[src/rtl/rv_pipe_pkg.sv]
// Shared MEM/WB pipeline types: the result-select encoding, the payload bundle and the NOP word.
// The payload field widths below fix the datapath widths of every user of this package.
package rv_pipe_pkg;

    localparam int unsigned MW_XLEN       = 32;
    localparam int unsigned MW_REG_ADDR_W = 5;
    localparam int unsigned MW_ILEN       = 32;

    localparam logic [MW_ILEN-1:0] NOP_INSTR = 32'h0000_0033;

    typedef enum logic [1:0] {
        RES_ALU = 2'b00,
        RES_MEM = 2'b01,
        RES_PC4 = 2'b10,
        RES_CSR = 2'b11
    } result_src_e;

    typedef struct packed {
        logic                     reg_write;
        result_src_e              result_src;
        logic [MW_XLEN-1:0]       read_data;
        logic [MW_XLEN-1:0]       alu_result;
        logic [MW_REG_ADDR_W-1:0] rd;
        logic [MW_XLEN-1:0]       pc_plus4;
        logic [MW_ILEN-1:0]       instr;
        logic                     csr;
        logic [MW_XLEN-1:0]       tbman_rdata;
    } mw_payload_t;

    function automatic logic [MW_XLEN-1:0] select_result(input mw_payload_t p);
        unique case (p.result_src)
            RES_ALU: select_result = p.alu_result;
            RES_MEM: select_result = p.read_data;
            RES_PC4: select_result = p.pc_plus4;
            RES_CSR: select_result = p.tbman_rdata;
            default: select_result = p.alu_result;
        endcase
    endfunction

endpackage

[src/rtl/pipe_skid_buf.sv]
// Generic 2-entry elastic stage: a main register feeding the output plus one skid register.
// in_ready_o is registered and depends only on whether the skid entry will be occupied.
module pipe_skid_buf #(
    parameter int unsigned Width = 8
) (
    input  logic             clk_i,
    input  logic             rst_i,
    input  logic             flush_i,
    input  logic             in_valid_i,
    output logic             in_ready_o,
    input  logic [Width-1:0] in_data_i,
    output logic             out_valid_o,
    input  logic             out_ready_i,
    output logic [Width-1:0] out_data_o
);

    logic             main_valid_q, main_valid_d;
    logic             skid_valid_q, skid_valid_d;
    logic             ready_q, ready_d;
    logic [Width-1:0] main_data_q, main_data_d;
    logic [Width-1:0] skid_data_q, skid_data_d;
    logic             accept, retire;

    assign accept = in_valid_i & ready_q;
    assign retire = main_valid_q & out_ready_i;

    always_comb begin
        main_valid_d = main_valid_q;
        skid_valid_d = skid_valid_q;
        main_data_d  = main_data_q;
        skid_data_d  = skid_data_q;
        if (!main_valid_q || retire) begin
            if (skid_valid_q) begin
                main_valid_d = 1'b1;
                main_data_d  = skid_data_q;
                skid_valid_d = accept;
                if (accept) skid_data_d = in_data_i;
            end else begin
                main_valid_d = accept;
                if (accept) main_data_d = in_data_i;
            end
        end else if (accept) begin
            skid_valid_d = 1'b1;
            skid_data_d  = in_data_i;
        end
        // Data is left in place on flush; the valid bits alone mark the entries empty.
        if (flush_i) begin
            main_valid_d = 1'b0;
            skid_valid_d = 1'b0;
        end
        ready_d = ~skid_valid_d;
    end

    always_ff @(posedge clk_i) begin
        if (rst_i) begin
            main_valid_q <= 1'b0;
            skid_valid_q <= 1'b0;
            ready_q      <= 1'b1;
            main_data_q  <= '0;
            skid_data_q  <= '0;
        end else begin
            main_valid_q <= main_valid_d;
            skid_valid_q <= skid_valid_d;
            ready_q      <= ready_d;
            main_data_q  <= main_data_d;
            skid_data_q  <= skid_data_d;
        end
    end

    assign in_ready_o  = ready_q;
    assign out_valid_o = main_valid_q;
    assign out_data_o  = main_data_q;

endmodule

[src/rtl/pipeline_mw_elastic.sv]
// Elastic MEM/WB stage with write-back result mux. XLEN/REG_ADDR_W/ILEN must match rv_pipe_pkg.
// Optional MW_PERF_CNT_EN adds stall_cnt and flush_cnt outputs.
module pipeline_mw_elastic
    import rv_pipe_pkg::*;
#(
    parameter int unsigned     XLEN       = MW_XLEN,
    parameter int unsigned     REG_ADDR_W = MW_REG_ADDR_W,
    parameter int unsigned     ILEN       = MW_ILEN,
    parameter logic [ILEN-1:0] NOP_INSTR  = rv_pipe_pkg::NOP_INSTR
) (
    input  logic                  clk,
    input  logic                  rst,
    input  logic                  flush,
    input  logic                  m_valid,
    output logic                  m_ready,
    input  logic                  RegWriteM,
    input  logic [1:0]            ResultSrcM,
    input  logic [XLEN-1:0]       ReadData,
    input  logic [XLEN-1:0]       ALUResultM,
    input  logic [REG_ADDR_W-1:0] RdM,
    input  logic [XLEN-1:0]       PC_plus4M,
    input  logic [ILEN-1:0]       InstrM,
    input  logic                  csrM,
    input  logic [XLEN-1:0]       tbman_rdataM,
    output logic                  w_valid,
    input  logic                  w_ready,
    output logic                  RegWriteW,
    output logic [1:0]            ResultSrcW,
    output logic [XLEN-1:0]       ReadDataW,
    output logic [XLEN-1:0]       ALUResultW,
    output logic [REG_ADDR_W-1:0] RdW,
    output logic [XLEN-1:0]       PC_plus4W,
    output logic [ILEN-1:0]       InstrW,
    output logic                  csrW,
    output logic [XLEN-1:0]       tbman_rdataW,
    output logic [XLEN-1:0]       ResultW
`ifdef MW_PERF_CNT_EN
    ,
    output logic [31:0]           stall_cnt,
    output logic [31:0]           flush_cnt
`endif
);

    mw_payload_t in_pl, head_pl, w_pl;

    always_comb begin
        in_pl             = '0;
        in_pl.reg_write   = RegWriteM;
        in_pl.result_src  = result_src_e'(ResultSrcM);
        in_pl.read_data   = ReadData;
        in_pl.alu_result  = ALUResultM;
        in_pl.rd          = RdM;
        in_pl.pc_plus4    = PC_plus4M;
        in_pl.instr       = InstrM;
        in_pl.csr         = csrM;
        in_pl.tbman_rdata = tbman_rdataM;
    end

    pipe_skid_buf #(
        .Width($bits(mw_payload_t))
    ) u_skid (
        .clk_i      (clk),
        .rst_i      (rst),
        .flush_i    (flush),
        .in_valid_i (m_valid),
        .in_ready_o (m_ready),
        .in_data_i  (in_pl),
        .out_valid_o(w_valid),
        .out_ready_i(w_ready),
        .out_data_o (head_pl)
    );

    // An empty main entry is presented as a NOP bubble so WB never sees stale fields.
    always_comb begin
        w_pl = head_pl;
        if (!w_valid) begin
            w_pl       = '0;
            w_pl.instr = NOP_INSTR;
        end
    end

    assign RegWriteW    = w_pl.reg_write;
    assign ResultSrcW   = w_pl.result_src;
    assign ReadDataW    = w_pl.read_data;
    assign ALUResultW   = w_pl.alu_result;
    assign RdW          = w_pl.rd;
    assign PC_plus4W    = w_pl.pc_plus4;
    assign InstrW       = w_pl.instr;
    assign csrW         = w_pl.csr;
    assign tbman_rdataW = w_pl.tbman_rdata;
    assign ResultW      = select_result(w_pl);

`ifdef MW_PERF_CNT_EN
    logic [31:0] stall_cnt_q, stall_cnt_d;
    logic [31:0] flush_cnt_q, flush_cnt_d;
    logic        stalled;
    logic [1:0]  dropped;

    assign stalled = w_valid & ~w_ready;

    // Skid occupancy is exactly !m_ready; a retiring main beat is not counted as dropped.
    always_comb begin
        dropped     = 2'(stalled) + 2'(~m_ready) + 2'(m_valid);
        stall_cnt_d = stall_cnt_q + 32'(stalled);
        flush_cnt_d = flush ? flush_cnt_q + 32'(dropped) : flush_cnt_q;
    end

    always_ff @(posedge clk) begin
        if (rst) begin
            stall_cnt_q <= '0;
            flush_cnt_q <= '0;
        end else begin
            stall_cnt_q <= stall_cnt_d;
            flush_cnt_q <= flush_cnt_d;
        end
    end

    assign stall_cnt = stall_cnt_q;
    assign flush_cnt = flush_cnt_q;
`endif

endmodule

[config.mk]
export PLATFORM = sky130hd
export DESIGN_NAME = pipeline_mw_elastic
export DESIGN_NICKNAME = d
export VERILOG_FILES = /design/src/rtl/rv_pipe_pkg.sv /design/src/rtl/pipe_skid_buf.sv /design/src/rtl/pipeline_mw_elastic.sv
export SDC_FILE = /design/constraint.sdc
export NUM_CORES = 1
export LEC_CHECK = 0
export BUFFER_PORTS_ARGS = -buffer_cell sky130_fd_sc_hd__buf_2
export CAP_MARGIN = 0
export CORE_ASPECT_RATIO = 1.75
export CORE_MARGIN = 1
export CORE_UTILIZATION = 62
export CTS_BUF_LIST = sky130_fd_sc_hd__clkbuf_8
export DETAILED_ROUTE_END_ITERATION = 10
export HOLD_SLACK_MARGIN = 0.05
export PLACE_DENSITY_LB_ADDON = 0.3
export SYNTH_ARGS = -nofsm -noshare
export SYNTH_HDL_FRONTEND = slang
export SYNTH_HIERARCHICAL = 1
export SYNTH_SLANG_ARGS = --single-unit
[constraint.sdc]
create_clock -name clk -period 4.09 [get_ports clk]
set_input_delay 0 -clock clk [delete_from_list [all_inputs] [get_ports clk]]
set_output_delay 0 -clock clk [all_outputs]
set_load 0.05 [all_outputs]
# Word level (Yosys, flattened, before mapping)
# Index checks and enable logic that the tools add are counted.
classes:
  eq_ne: 4
  mux: 12
  bitwise_logic: 3
  n_reduce_logical: 6
ops:
  columns: ["cell", "count"]
  rows:
  - ["$mux W169", 6]
  - ["$pmux W32 S4", 1]
  - ["$mux W1", 5]
  - ["$eq A2 B2 Y1 const B", 2]
  - ["$and A1 B1 Y1", 2]
  - ["$eq A2 B1 Y1 const B", 1]
  - ["$logic_not A2 Y1", 1]
  - ["$ne A2 B1 Y1 const B", 1]
  - ["$reduce_and A2 Y1", 1]
  - ["$reduce_bool A2 Y1", 1]
  - ["$reduce_or A2 Y1", 1]
  - ["$logic_not A1 Y1", 1]
  - ["$logic_or A1 B1 Y1", 1]
  - ["$not A1 Y1", 1]
word_totals:
  reg_bits: 341
  inputBits: 174
  output_inout_bits: 203
  word_cells: 30

# Logic depth before layout (Yosys ltp)
# Gate-level depths: netlist (run 1).
logic_depth:
  ltp_word: 5
  depth_mapped: 6
  mapped_depth_nobuf: 3

# Modules after synthesis
# The synthesis (run 1) kept the hierarchy.
by_module_without_submodules:
  columns: ["module", "n_inst", "cells_per_inst", "area_each_um2", "seq_area_each_um2"]
  rows:
  - ["pipe_skid_buf", 1, 1517, 15897.7, 6826.5]
  - ["pipeline_mw_elastic", 1, 299, 2137.0, 0.0]

# Least setup slack after synthesis (run 1)
# No wires, ideal clock.
synth_path:
  kind: "reg-to-output"
  startpoint: "register u_skid.main_valid_q (netlist: u_skid/out_valid_o)"
  endpoint: "output ResultW[18]"
  t_arrival_ps: 1973
  t_required_ps: 4090
  setup_slack_ps: 2117
  path_stages_with_launch: 5
  n_path_buf: 2
  path_cell_list: "dfxtp_1 buf_2 nand2b_1 buf_2 o22ai_1"
synth_between:
  elab_chain_len: 3
  elab_cells_between_ends: 6
  classes_between: "eq/ne: 3; mux: 2; reduce/logical: 1"
synth_lines:
  columns: ["element", "line", "source"]
  rows:
  - ["start: declaration", "pipe_skid_buf.sv:17", "logic main_valid_q, main_valid_d;"]
  - ["start signal: assignment", "pipe_skid_buf.sv:62", "main_valid_q <= main_valid_d;"]
  - ["$mux W169 (*)", "pipeline_mw_elastic.sv:76", "if (!w_valid) begin"]
  - ["$eq A2 B2 Y1 (tied with other cells)", "rv_pipe_pkg.sv:31", "unique case (p.result_src)"]
  - ["$pmux W32 S4 (*)", "rv_pipe_pkg.sv:31", null]
  - ["end: declaration", "pipeline_mw_elastic.sv:36", "output logic [XLEN-1:0] ResultW"]
# Every way passes the cells marked *; elsewhere a longest branch is shown, timed or not.

# Final worst setup path (run 1)
layout_path:
  startpoint: "register u_skid.main_valid_q (netlist: u_skid/out_valid_o)"
  endpoint: "output ResultW[19]"
# Same word-level chain as after synthesis.

==> impl_metrics.toml, run 1 <==
[pwr]
peakVddDrop_v = 0.000316
leakagePower_nw = 8.60
power_density_nw_per_um2 = 343
total_power_mw = 7.66

[placed_design]
gp_congestion = 0.847
place_ws_ns = 1.43
dp_hpwl_mm = 36.5
placed_cell_area_um2 = 19600
dpl.cell_count = 2406
io_buffers = 376

[floorplan]
dieHeight_um = 228
core_area_um2 = 28600
initial_core_util_pct = 63.0
dieArea_um2 = 29800
ios = 377
rows = 82
die_w_um = 131

[flow_run]
cap_viol_max_count = 0

[logic_synthesis]
synthFlopType = "dfxtp_1"
synth_edf_count = 0
synth_top_cell_area_share_pct = 37.9
synthTopCellsByArea = "dfxtp_1 38%, mux2i_1 22%, nand2b_1 12%"
netlist_instances = 1816
synth_fp_nets = 1990
yosys-top-cells-count = "402 x mux2i_1, 344 x nand2b_1, 341 x dfxtp_1"
synth.distinct_cells = 24
syn_area_per_cell_um2 = 9.93
synth_top_cell_by_area = "dfxtp_1"
yosys_warnings = 6
netlist_area_um2 = 18000
async_flop_share_pct = 0
yosysMostFrequentCell = "mux2i_1"
seq_area_frac_synth_pct = 37.9
synth-seq-cells = 341

[detailed_routing]
wl_mm = 58.3
drtIter0Drc = 1057
vias = 15800
drtPass1Iterations = 6
wl_per_cell_um = 21.8
via_per_inst = 5.90
ant_nets = 0
drc = 0

[cts]
cts.sinks = 341
clk_pin_slew_ns = 0.07
cts_max_path_buffers = 3
cts_tree = "built"
postCtsHoldBufs = 174
numCtsBuffers = 48
cts_root_buf = "clkbuf_8"
post_cts_resized = 0
htreeDepth = 2
cts_setup_buffers = 0
clkLatencyLatePin_ns = 0.59

[layout]
area_delta_synth_final_pct = 23.8
ff_latch_area_um2 = 6840
nNetsFinal = 2426
fillers = 1860
stdcell_count = 2673
final_area_um2 = 22300
drive_above_1_share_pct = 25.1
fin_util_pct = 78.0
multi_input_area_um2 = 10100

[timing]
setup_ws_ns = 1.09
final.min_clock_period_ns = 3.00
drv_slew = 0
hold_violations = 0
max_freq_mhz = 334
fin_skew_ns = 0.0177
finalSetupTns_ns = 0
worst_pin_slew_ns = 0.985
holdWs_ns = 0.178
finalSetupViolCount = 0
rsz0062_at_grt = "false"
relSlewSlack_pct = 32.4
fin_crit_sh_pct = 73.3

[grt]
grt_antenna_before_repair = 6
gr-usage-all-layers_pct = 37.7
grt_pass1_vias = 15200
grt_overflow = 0
grt_pass1_wl_mm = 85.1
grt_max_degree = 163

[hold_path]
hold_path_class = "primary input to flip-flop"

[run_status]
status = "completed"

[critical_path]
arrival_ns = 3.00
path_class = "flip-flop to primary output"
reg2reg_slack_ns = 1.37
cp_max_fo = 82
required_ns = 4.09
crit_path_end_kind = "primary output"
startpoint_type = "flip-flop"
## worst max-delay path: stages (launching register included)
cell and delay [ns]:
dfxtp_4 0.84, nand2_2 0.64, o22ai_1 0.51, buf_2 0.35
## power breakdown
group          internal, mW  switching (mW)  leakage, nW
Sequential             3.48           0.210         2.80
Combinational         0.535           0.716         5.24
Clock                  1.41            1.32        0.564
## flip-flops by register name, summed over array words and instances (netlist names)
name,flops
u_skid/in_ready_o,1
u_skid/out_valid_o,1
u_skid/skid_data_q,169
u_skid/out_data_o,169
u_skid/skid_valid_q,1
## path summary, 6_finish.rpt
path / cells after the start / endpoint / from
worst min-delay path: 3 / u_skid/out_valid_o$_SDFFE_PP0N_ / flush
worst max register to register: 4 / u_skid/skid_data_q[67]$_SDFFE_PP0P_ / u_skid/out_valid_o$_SDFFE_PP0N_
worst max-delay path: 3 / ResultW[19] / u_skid/out_valid_o$_SDFFE_PP0N_
worst min register to register: 2 / u_skid/skid_data_q[8]$_SDFFE_PP0P_ / u_skid/skid_data_q[8]$_SDFFE_PP0P_
## cell usage in the layout, fill, tap and decap left out, drive strengths merged
cell         Yosys  final
diode            0      9
and2           164    164
a211o            1      1
mux2i          402    402
a21oi          170    170
clkbuf          54     65
nand2b         344    344
inv              1     17
nor2             1      1
o211ai           1      1
dfxtp          341    341
buf            129    395
a211oi         171    171
o211a            1      1
a21o             1      1
clkinv           0      3
nand2            2      2
nor2b            1      1
dlygate4sd3      0    174
o22ai           32     32
## cell families (layout without fill, tap and decap cells)
family | after synthesis | after routing | share of synthesized area [%]
other cells | 0 | 9 | 0
flops | 341 | 341 | 37.9
mux | 402 | 402 | 22.3
buf+inv | 184 | 654 | 6.12
simple gates | 512 | 512 | 17.8
compound gates | 377 | 377 | 15.9
## cell type report
type	instances	area share (%)
Clock inverter	19	0.336
Timing Repair Buffer	569	17.4
Antenna cell	9	0.101
Sequential cell	341	30.6
Clock buffer	65	4.01
Tap cell	378	2.12
Multi-Input combinational cell	1291	45.4
Inverter	1	0.0168
## routing by layer
| layer | vias up | global-route usage [%] | wire length (µm) |
|---|---|---|---|
| li1 | 7234 | - | - |
| met1 | 7583 | 43.6 | 22100 |
| met2 | 741 | 60.4 | 27200 |
| met3 | 215 | 8.33 | 4470 |
| met4 | 0 | 28.7 | 4530 |
| met5 | - | 0 | 0 |
Note: power is estimated with default switching activity, not from simulation.
==> run 2, diff against run 1 <==
--- a/config.mk
+++ b/config.mk
@@ -5,11 +5,12 @@
 export SDC_FILE = /design/constraint.sdc
 export NUM_CORES = 1
 export LEC_CHECK = 0
+export ABC_AREA = 1
 export BUFFER_PORTS_ARGS = -buffer_cell sky130_fd_sc_hd__buf_2
 export CAP_MARGIN = 0
 export CORE_ASPECT_RATIO = 1.75
 export CORE_MARGIN = 1
-export CORE_UTILIZATION = 62
+export CORE_UTILIZATION = 52
 export CTS_BUF_LIST = sky130_fd_sc_hd__clkbuf_8
 export DETAILED_ROUTE_END_ITERATION = 10
 export HOLD_SLACK_MARGIN = 0.05
==> constraint.sdc (replaced) <==
create_clock -name clk -period 2.5 [get_ports clk]
set_input_delay 0 -clock clk [delete_from_list [all_inputs] [get_ports clk]]
set_output_delay 0 -clock clk [all_outputs]
set_load 0.05 [all_outputs]
==> run 2 against run 1 <==
Worst hold slack better by 0.084 ns. Final area rose by 4.2%. Sequential power increased by 64%. Core utilization is 12 points lower. Synthesized area rose by 3.0%. Die area increased by 22%. Total power increased by 66%. Critical path type unchanged. Largest cell class unchanged. Highest routed layer unchanged.
==> impl_metrics.toml, run 2 <==
[run_status]
status = "completed"

[grt]
grt_max_degree = 231
grt_overflow = 0
gr-usage-all-layers_pct = 35.2
use_met3_pct = 5.41
busiest_layer = "met2"
grt_pass1_wl_mm = 100
globalRouteMet1Util_pct = 40.6
grt_pass1_vias = 19200
grt_antenna_before_repair = 2
use_met2_pct = 59.7

[floorplan]
ios = 377
dieHeight_um = 252
die_w_um = 145
dieArea_um2 = 36500
core_area_um2 = 35200
rows = 91
initial_core_util_pct = 52.8

[logic_synthesis]
synth_fp_nets = 3300
syn_area_per_cell_um2 = 5.94
synthTopCellsByArea = "dfxtp_1 37%, nand2_1 17%, nor2_1 10%"
seq_area_frac_synth_pct = 36.8
synth_fa_ha_area_share_pct = 0
synth_top_cell_area_share_pct = 36.8
synth_xor_area_share_pct = 0
synth_edf_count = 0
synth_top_cell_by_area = "dfxtp_1"
synth_compound_area_share_pct = 9.22
synth.area.mux_share_pct = 0
synth-seq-cells = 341
netlist_instances = 3126
async_flop_share_pct = 0
yosysMostFrequentCell = "nand2_1"
yosys-top-cells-count = "848 x nand2_1, 510 x nor2_1, 479 x inv_1"
synth_top_family_by_area = "simple AND/OR/NAND/NOR gates"
netlist_area_um2 = 18600
synth.distinct_cells = 16
synthFlopType = "dfxtp_1"
yosys.area_share.simple_pct = 37.2
yosys_warnings = 6

[pwr]
peakVddDrop_v = 0.000436
cellInternalPower_mw = 8.75
power_frac_comb_pct = 17.9
leakagePower_nw = 12.6
seqPwrFrac_pct = 47.6
clkPwrFrac_pct = 34.6
power_density_nw_per_um2 = 546
p_switching_mw = 3.96
swShare_pct = 31.2

[cts]
cts_root_buf = "clkbuf_8"
cts_tree = "built"
clk_pin_slew_ns = 0.07
cts_max_path_buffers = 3
htreeDepth = 2
clkLatencyLatePin_ns = 0.61
numCtsBuffers = 51
cts.sinks = 341

[detailed_routing]
ant_nets = 0
vias = 21100
wl_per_cell_um = 16.4
drtPass1Iterations = 7
wl_mm = 66.1
via_per_inst = 5.23
drtIter0Drc = 1912
drc = 0

[timing]
rsz0062_at_grt = "false"
holdWs_ns = 0.262
drv_slew = 0
hold_violations = 0
relSlewSlack_pct = 29.9
final.min_clock_period_ns = 2.36
fin_skew_ns = 0.0231
max_freq_mhz = 424
finalSetupViolCount = 0
finalSetupTns_ns = 0
worst_pin_slew_ns = 1.05
fin_crit_sh_pct = 94.3

[layout]
stdcell_count = 4038
area_delta_synth_final_pct = 25.3
mostFrequentLayoutCells = "846 x nand2_1, 510 x nor2_1, 498 x inv_1, 376 x buf_2, 337 x dfxtp_1"
fillers = 3095
final_common_cell = "nand2_1"
drive_above_1_share_pct = 14.8
nNetsFinal = 3714

[critical_path]
arrival_ns = 2.36
crit_path_end_kind = "primary output"
path_class = "flip-flop to primary output"
cp_max_fo = 23
required_ns = 2.50
startpoint_type = "flip-flop"

[placed_design]
dpl.cell_count = 3770
io_buffers = 376
dp_hpwl_mm = 43.4
gp_congestion = 0.928

[flow_run]
cap_viol_max_count = 0

[hold_path]
hold_path_class = "primary input to flip-flop"
==> run 2: cell types whose count changed in the layout (fill, tap and decap cells not counted), sizes merged, moves of 128 or more <==
cell / previous run / this run
o21ai: 0 / 170
and2: 164 / 0
nand3: 0 / 201
nor2: 1 / 510
mux2i: 402 / 0
inv: 17 / 534
nand2: 2 / 851
nand4: 0 / 128
nand2b: 344 / 0
a211oi: 171 / 0
==> run 2: layer usage <==
metal  routed length (µm)  up-vias
met2                31900     1012
met4                 4240        0
met1                24800     9533
met3                 5200      218
li1                     -    10300
met5                    0        -
==> run 2: kinds of logic (layout without fill, tap and decap cells) <==
| kind of cell | count (synthesis) | count (layout) |
|---|---|---|
| other | 0 | 2 |
| AO/OA/AOI/OAI | 342 | 342 |
| buffers and inverters | 754 | 1198 |
| flip-flops | 341 | 341 |
| AND/OR/NAND/NOR | 1689 | 1690 |
==> run 2: critical path, cell delays in order, from the launching register on <==
cell and delay [ns]:
dfxtp_4 0.57, nand2_2 0.25, buf_4 0.29, nand3_1 0.12, nand4_1 0.22, buf_2 0.30
==> run 2: layout make-up <==
type                       count  area (µm²)  area share, %
timing repair buffer         600        4280           18.4
multi-input combinational   2032        8670           37.3
clock buffer                  62         853           3.67
clock inverter                22        92.6          0.398
tap                          465         582           2.50
sequential                   341        6840           29.4
inverter                     514        1940           8.36
antenna                        2        5.00         0.0215
==> run 2: power by group through the flow <==
stage          logic [mW]  registers, mW  clock network, mW
2_1_floorplan        1.49           5.99                  0
3_3_place_gp         1.94           6.15                  0
3_5_place_dp         1.98           6.16                  0
4_1_cts              2.21           6.04               4.45
5_1_grt              2.50           6.06               4.69
6_report             2.27           6.04               4.39
==> run 2: through the flow <==
step / total power [mW] / instance area, µm² / setup slack (ns) / util (%)
after global routing: 13.3 / 23300 / 0.0585 / 66.1
after detailed placement: 8.14 / 20400 / 0.332 / 58.1
after global placement: 8.09 / 20400 / 0.389 / 58.1
final: 12.7 / 23300 / 0.143 / 66.1
after CTS: 12.7 / 23200 / 0.0397 / 66.0
after floorplan: 7.48 / 18600 / 0.544 / -
==> run 2: path summary, 6_finish.rpt <==
check,end,depth (start not counted),startpoint,slack [ns]
worst max-delay path,ResultW[13],5,u_skid/out_valid_o$_SDFFE_PP0N_,0.14
worst max register to register,u_skid/skid_data_q[154]$_SDFFE_PP0P_,7,u_skid/in_ready_o$_SDFF_PP1_,0.15
worst min register to register,u_skid/skid_data_q[67]$_SDFFE_PP0P_,2,u_skid/skid_data_q[67]$_SDFFE_PP0P_,0.48
worst min-delay path,u_skid/skid_data_q[157]$_SDFFE_PP0P_,5,m_valid,0.26
==> run 2: repair_timing <==
action,in CTS,in global routing
cloned,1,1
hold buffers,178,1
setup endpoints to repair,21,17
resized for setup,4,5
pin swaps,0,1
buffers inserted,0,1
hold endpoints to repair,341,1
